**src/rtl/router_input_buffer_pkg.sv**
```systemverilog
// Shared AXIS flit types and router ingress state encoding.
// Imported by the ingress buffer, its FIFO, the handshake interface and the PMU taps.
package router_input_buffer_pkg;

   localparam int AXIS_DATA_WIDTH = 40;
   localparam int ID_WIDTH        = 4;

   localparam logic [ID_WIDTH-1:0] ROUTING_HEADER = 4'hA;

   typedef struct packed {
      logic [AXIS_DATA_WIDTH-1:0] TDATA;
      logic [ID_WIDTH-1:0]        TID;
      logic                       TLAST;
   } axis_data_t;

   typedef struct packed {
      logic       TVALID;
      axis_data_t data;
   } axis_mosi_t;

   typedef struct packed {
      logic TREADY;
   } axis_miso_t;

   typedef enum logic [1:0] {
      IDLE  = 2'd0,
      LATCH = 2'd1,
      FWD   = 2'd2
   } router_in_state_t;

   function automatic logic is_header(input logic [ID_WIDTH-1:0] tid);
      return tid == ROUTING_HEADER;
   endfunction

endpackage

```
**src/rtl/router_input_buffer_if.sv**
```systemverilog
// One AXIS link: forward flit bundle plus reverse TREADY.
// master drives flits and samples TREADY; slave does the opposite.
interface router_input_buffer_if;
   import router_input_buffer_pkg::*;

   axis_mosi_t mosi;
   axis_miso_t miso;

   modport master (output mosi, input  miso);
   modport slave  (input  mosi, output miso);

endinterface

```
**src/rtl/axis_sync_fifo.sv**
```systemverilog
// Flit FIFO, head visible one cycle after a push into an empty FIFO.
// Push is ignored while full (no same-cycle bypass); pop is ignored while empty.
module axis_sync_fifo
   import router_input_buffer_pkg::*;
#(
   parameter int DEPTH = 4
) (
   input  logic                     clk_i,
   input  logic                     rst_n_i,
   input  logic                     push_i,
   input  axis_data_t               push_dat_i,
   input  logic                     pop_i,
   output axis_data_t               head_o,
   output logic                     full_o,
   output logic                     empty_o,
   output logic [$clog2(DEPTH):0]   count_o
);

   localparam int PW = $clog2(DEPTH);
   localparam int CW = PW + 1;

   axis_data_t    mem_q [DEPTH];
   logic [PW-1:0] wr_ptr_q, wr_ptr_d;
   logic [PW-1:0] rd_ptr_q, rd_ptr_d;
   logic [CW-1:0] count_q, count_d;
   logic          push_ok, pop_ok;

   assign full_o  = (count_q == CW'(DEPTH));
   assign empty_o = (count_q == '0);
   assign push_ok = push_i && !full_o;
   assign pop_ok  = pop_i && !empty_o;
   assign head_o  = mem_q[rd_ptr_q];
   assign count_o = count_q;

   always_comb begin
      wr_ptr_d = wr_ptr_q;
      rd_ptr_d = rd_ptr_q;
      count_d  = count_q;
      if (push_ok) wr_ptr_d = wr_ptr_q + PW'(1);
      if (pop_ok)  rd_ptr_d = rd_ptr_q + PW'(1);
      if (push_ok && !pop_ok)      count_d = count_q + CW'(1);
      else if (!push_ok && pop_ok) count_d = count_q - CW'(1);
   end

   // Storage is deliberately left out of reset; only pointers define validity.
   always_ff @(posedge clk_i) begin
      if (push_ok) mem_q[wr_ptr_q] <= push_dat_i;
   end

   always_ff @(posedge clk_i) begin
      if (!rst_n_i) begin
         wr_ptr_q <= '0;
         rd_ptr_q <= '0;
         count_q  <= '0;
      end else begin
         wr_ptr_q <= wr_ptr_d;
         rd_ptr_q <= rd_ptr_d;
         count_q  <= count_d;
      end
   end

endmodule

```
**src/rtl/router_input_buffer.sv**
```systemverilog
// Router ingress: FIFO + header decode, targets held per packet; header out 2 cycles after accept.
// Input TREADY = FIFO not full, never combinational on out_if TREADY; output holds until handshake.
module router_input_buffer
   import router_input_buffer_pkg::*;
#(
   parameter int FIFO_DEPTH    = 4,
   parameter int MAX_ROUTERS_X = 4,
   parameter int MAX_ROUTERS_Y = 4
) (
   input  logic                               clk_i,
   input  logic                               rst_n_i,
   router_input_buffer_if.slave               in_if,
   router_input_buffer_if.master              out_if,
   output logic [$clog2(MAX_ROUTERS_X)-1:0]   target_x_o,
   output logic [$clog2(MAX_ROUTERS_Y)-1:0]   target_y_o,
   output logic [$clog2(FIFO_DEPTH):0]        count_o,
   output logic                               drop_o
);

   localparam int XW = $clog2(MAX_ROUTERS_X);
   localparam int YW = $clog2(MAX_ROUTERS_Y);

   router_in_state_t state_q, state_d;
   logic [XW-1:0]    target_x_q, target_x_d;
   logic [YW-1:0]    target_y_q, target_y_d;
   axis_data_t       head;
   logic             fifo_full, fifo_empty;
   logic             pop, out_vld;

   axis_sync_fifo #(
      .DEPTH (FIFO_DEPTH)
   ) u_fifo (
      .clk_i      (clk_i),
      .rst_n_i    (rst_n_i),
      .push_i     (in_if.mosi.TVALID),
      .push_dat_i (in_if.mosi.data),
      .pop_i      (pop),
      .head_o     (head),
      .full_o     (fifo_full),
      .empty_o    (fifo_empty),
      .count_o    (count_o)
   );

   assign in_if.miso.TREADY = !fifo_full;
   assign target_x_o        = target_x_q;
   assign target_y_o        = target_y_q;

   always_comb begin
      state_d    = state_q;
      target_x_d = target_x_q;
      target_y_d = target_y_q;
      pop        = 1'b0;
      drop_o     = 1'b0;
      out_vld    = 1'b0;
      unique case (state_q)
         IDLE: begin
            // The header stays in the FIFO; it is presented from LATCH.
            if (!fifo_empty) begin
               if (is_header(head.TID)) begin
                  target_x_d = head.TDATA[XW-1:0];
                  target_y_d = head.TDATA[XW+YW-1:XW];
                  state_d    = LATCH;
               end else begin
                  pop    = 1'b1;
                  drop_o = 1'b1;
               end
            end
         end
         LATCH: begin
            out_vld = 1'b1;
            if (out_if.miso.TREADY) begin
               pop     = 1'b1;
               state_d = head.TLAST ? IDLE : FWD;
            end
         end
         FWD: begin
            out_vld = !fifo_empty;
            if (out_vld && out_if.miso.TREADY) begin
               pop = 1'b1;
               if (head.TLAST) state_d = IDLE;
            end
         end
         default: state_d = IDLE;
      endcase
   end

   always_comb begin
      out_if.mosi = '0;
      if (out_vld) begin
         out_if.mosi.TVALID = 1'b1;
         out_if.mosi.data   = head;
      end
   end

   always_ff @(posedge clk_i) begin
      if (!rst_n_i) begin
         state_q    <= IDLE;
         target_x_q <= '0;
         target_y_q <= '0;
      end else begin
         state_q    <= state_d;
         target_x_q <= target_x_d;
         target_y_q <= target_y_d;
      end
   end

endmodule

```
**src/flat_wrapper.sv**
```systemverilog
// flat-port wrapper written by rule: the top's interface ports become plain ports
module router_input_buffer_flat import router_input_buffer_pkg::*;
#(
   parameter int FIFO_DEPTH    = 4,
   parameter int MAX_ROUTERS_X = 4,
   parameter int MAX_ROUTERS_Y = 4
)
  (clk_i, rst_n_i, target_x_o, target_y_o, count_o, drop_o, in_if_mosi, in_if_miso, out_if_mosi, out_if_miso);
  router_input_buffer_if in_if_i ();
  router_input_buffer_if out_if_i ();
  input  logic clk_i;
  input  logic rst_n_i;
  output logic [$clog2(MAX_ROUTERS_X)-1:0] target_x_o;
  output logic [$clog2(MAX_ROUTERS_Y)-1:0] target_y_o;
  output logic [$clog2(FIFO_DEPTH):0] count_o;
  output logic drop_o;
  input wire logic [$bits(in_if_i.mosi)-1:0] in_if_mosi;
  output wire logic [$bits(in_if_i.miso)-1:0] in_if_miso;
  output wire logic [$bits(out_if_i.mosi)-1:0] out_if_mosi;
  input wire logic [$bits(out_if_i.miso)-1:0] out_if_miso;
  assign in_if_i.mosi = in_if_mosi;
  assign in_if_miso = in_if_i.miso;
  assign out_if_mosi = out_if_i.mosi;
  assign out_if_i.miso = out_if_miso;
  router_input_buffer #(.FIFO_DEPTH(FIFO_DEPTH), .MAX_ROUTERS_X(MAX_ROUTERS_X), .MAX_ROUTERS_Y(MAX_ROUTERS_Y)) u_core (.clk_i(clk_i), .rst_n_i(rst_n_i), .in_if(in_if_i), .out_if(out_if_i), .target_x_o(target_x_o), .target_y_o(target_y_o), .count_o(count_o), .drop_o(drop_o));
endmodule
```
**config.mk**
```make
export PLATFORM = sky130hd
export DESIGN_NAME = router_input_buffer_flat
export DESIGN_NICKNAME = d
export VERILOG_FILES = /design/src/rtl/router_input_buffer_pkg.sv /design/src/rtl/router_input_buffer_if.sv /design/src/rtl/axis_sync_fifo.sv /design/src/rtl/router_input_buffer.sv /design/src/flat_wrapper.sv
export SDC_FILE = /design/constraint.sdc
export NUM_CORES = 1
export LEC_CHECK = 0
export ABC_AREA = 0
export CAP_MARGIN = 20
export CORE_MARGIN = 2
export CORE_UTILIZATION = 45
export CTS_CLUSTER_DIAMETER = 40
export DETAILED_ROUTE_END_ITERATION = 8
export GPL_ROUTABILITY_DRIVEN = 0
export PLACE_DENSITY = 0.66
export SYNTH_ARGS = -nofsm -noshare
export SYNTH_HDL_FRONTEND = slang
export SYNTH_SLANG_ARGS = --single-unit
```
**constraint.sdc**
```tcl
create_clock -name clk_i -period 3.3 [get_ports clk_i]
set_input_delay 0.66 -clock clk_i [delete_from_list [all_inputs] [get_ports clk_i]]
set_output_delay 0.66 -clock clk_i [all_outputs]
set_load 0.02 [all_outputs]
```
==> reports/results.tsv <==
metric	value	unit
slew_viol_final	0	
synthesis.nets	437	
power.net_switching	1.77	mW
switching_share	0.261	
detail-route-antenna-nets	0	
timing_worst_setup_path_type	flop to output pin	
placed_inst_area	9040	um^2
finish.instance_area	9670	um^2
slowest_delay	0.54	ns
critical-path-slowest-cell	clkdlybuf4s50_1	
final_cells	731	
timing_hold_violations_final	0	
critPathCaptureType	output pin	
critical_path.startpoint_type	flop	
layout.nets	556	
vias_per_cell	5.23	
drtIter0Drc	235	
netlist_top_cells_count	180 x edfxtp_1, 50 x and2_1, 45 x mux4_2, 15 x dfxtp_1, 10 x clkbuf_1	
detail_route.drc_violations	0	
clock_insertion_delay_worst_skew	0.43	ns
fin_crit_sh	0.960	
clockPowerShare	0.301	
sequential_to_total_area_share_from_yosys_stat	0.746	
post-route-min-period	3.17	ns
area.growth.synth_to_final	26.4	%
critPathMaxFanout	23	
grt_max_degree	47	
synth-warning-count	0	
grt_antenna_before_repair	1	
max_slew_margin	0.673	
max-clock-path-buffers	2	
hold-path-endpoint	u_core.target_x_o[1]	
first_pass_grt_wire_length	22700	um
ctsHoldBuffers	0	
pwr-share-comb	0.242	
cts-buffers-inserted	17	
hp-class	flop to flop	
path_buf_inv	1	
worst_slew_pin_slew	0.491	ns
worst_path_most_repeated_cell	and2_1	
setup_viol	0	
cts_tree	yes	
timing.critical_path.cells	or3_1 -> and2_1 -> o21a_4 -> and2_1 -> clkdlybuf4s50_1	
result_of_the_run	finished, final reports clean	
yosys.cell_types.count	38	
fillers	1289	
clk_root_buffer_cell	clkbuf_16	
design.core.area	16600	um^2
yosys_most_used_dff	edfxtp_1	
die_area	18000	um^2
synth_top_cells_by_area	edfxtp_1 71%, mux4_2 13%, and2_1 4.1%, dfxtp_1 3.9%, ha_1 1.5%	
netlist.top_cell.by_area	edfxtp_1	
intPower	5.02	mW
clk_pin_slew	0.07	ns
count_of_mapped_cells_out_of_synthesis	378	
postSynthRegisterBits	195	
max_cap_violations	0	
rows	47	
power-per-cell-area	702	nW/um^2
synth_area	7640	um^2
startpoint_of_the_tightest_hold_check_path	u_core.target_x_o[1]	
number_of_top_level_pins	104	
track_usage	0.172	
chipWidth	134	um
ys_async_rst_share	0	
number_of_global_route_vias_before_repair	4175	
timing.fmax	316	MHz
wirelength	14800	um
wl_per_cell	20.3	um
port_buffers	103	
overflow	0	
firstDrtPassIters	4	
synth_top_area_frac	0.707	
sum_of_negative_setup_slack	0	ns
worst_ir_drop_vdd	0.409	mV
die-height	134	um
hpwlAfterDp	9050	um
crit_arrival	2.51	ns
critPathRequiredTime	2.64	ns
setup_repair_after_global_routing_missed_its_margin	no	
worst_hold_path.num_cells	2	
power.share.sequential	0.457	
cts_sinks	195	
p_leak	3.17	nW
most_instantiated_library_cell_after_synthesis	edfxtp_1	
reg2reg_slack	0.31	ns
drive_gt1_frac	0.198	
post_synth_edffs	180	
count_of_h_tree_levels_built_during_cts	4	
syn-mean-instance-area	20.2	um^2
cell_family_contributing_the_most_delay_on_the_critical_path	simple AND/OR/NAND/NOR gates	
fin_worst_skew	0.0100	ns
r2r_cells	10	
floorplan.initialDensity	0.461	
vias	3826	
regToRegEndpoint	u_core.u_fifo.count_o[2]	
placed_cells	697	
logic make-up after synthesis:
group | after synthesis | synth area share
flip-flops | 195 | 0.746
AND/OR/NAND/NOR | 76 | 0.0601
multiplexers | 49 | 0.138
buffers and inverters | 24 | 0.0144
AO/OA/AOI/OAI | 21 | 0.0206
adder cells (fa/ha/maj) | 10 | 0.0173
XOR/XNOR | 3 | 0.00344
worst max-delay path by stage:
stage / to / start / cells after the start / slack [ns]
CTS: out_if_mosi[13] / flop / 4 / 0.0008
floorplan: u_core.u_fifo.count_o[2] / flop / 11 / 0.48
detailed placement: out_if_mosi[1] / u_core.u_fifo.count_o[0] / 5 / 0.28
global route: out_if_mosi[2] / u_core.u_fifo.count_o[2] / 5 / 0.01
finish: out_if_mosi[3] / u_core.u_fifo.count_o[2] / 5 / 0.13
global placement: out_if_mosi[1] / u_core.u_fifo.count_o[0] / 5 / 0.31
flip-flops by register name, summed over array words and instances, names as in the netlist, named ones only:
name and cells:
u_core.state_q 2, u_core.target_x_o 2, u_core.target_y_o 2, u_core.u_fifo.count_o 3, u_core.u_fifo.mem_q 180, u_core.u_fifo.rd_ptr_q 2
u_core.u_fifo.wr_ptr_q 2
power by group through the flow:
| stage | clock network [mW] | logic, mW | registers [mW] |
|---|---|---|---|
| after floorplan | 0 | 1.15 | 3.13 |
| after global placement | 0 | 1.65 | 3.14 |
| after detailed placement | 0 | 1.66 | 3.16 |
| after CTS | 2.09 | 1.67 | 3.11 |
| after global routing | 2.18 | 1.79 | 3.14 |
| final | 2.05 | 1.64 | 3.10 |
cell type report:
cell class	count	area [um^2]	share of cell area
timing repair buffer	116	1200	0.125
inverter	7	26.3	0.00272
multi-input combinational	160	1860	0.192
clock buffer	18	429	0.0444
sequential	195	5710	0.591
clock inverter	14	161	0.0167
antenna	1	2.50	0.000259
tap	220	275	0.0285
stage by stage:
stage / setup slack, ns / hold slack [ns] / power (mW) / util
after floorplan: 0.476 / 0.449 / 4.28 / -
after detailed placement: 0.282 / 0.486 / 4.81 / 0.545
final: 0.132 / 0.491 / 6.79 / 0.583
after CTS: 0.000763 / 0.495 / 6.86 / 0.581
after global routing: 0.0130 / 0.511 / 7.10 / 0.583
after global placement: 0.307 / 0.467 / 4.79 / 0.545
cell usage in the layout (no fill, tap or decap), types with 5 or more instances in the layout:
master / count
dfxtp_1: 12
buf_4: 6
clkdlybuf4s50_1: 101
inv_1: 7
and2_1: 46
nor2_1: 7
mux4_2: 45
ha_1: 9
edfxtp_1: 180
buf_12: 5
a21oi_1: 6
clkbuf_16: 17
repair_timing:
action / CTS / global route
gates cloned: 0 / 1
gates resized for setup: 2 / 5
setup buffers: 0 / 0
endpoints found under the setup margin: 47 / 45
endpoints found under the hold margin: 0 / 0
metal layers:
metal	track usage	routed length, um
met1	0.213	6340
met2	0.285	7490
met3	0.0601	882
met4	0.0573	96
met5	0	0
worst reg2reg max path, cell delays in order, from the launching register on:
cell and delay [ns]:
dfxtp_4 0.42, mux4_2 0.56, and4bb_2 0.40, nor2_1 0.09, a21oi_1 0.17, ha_1 0.21
inv_1 0.06, fa_1 0.37, xor2_1 0.18, or3_1 0.31, a21oi_1 0.15
(Power assumes the default switching activity.)
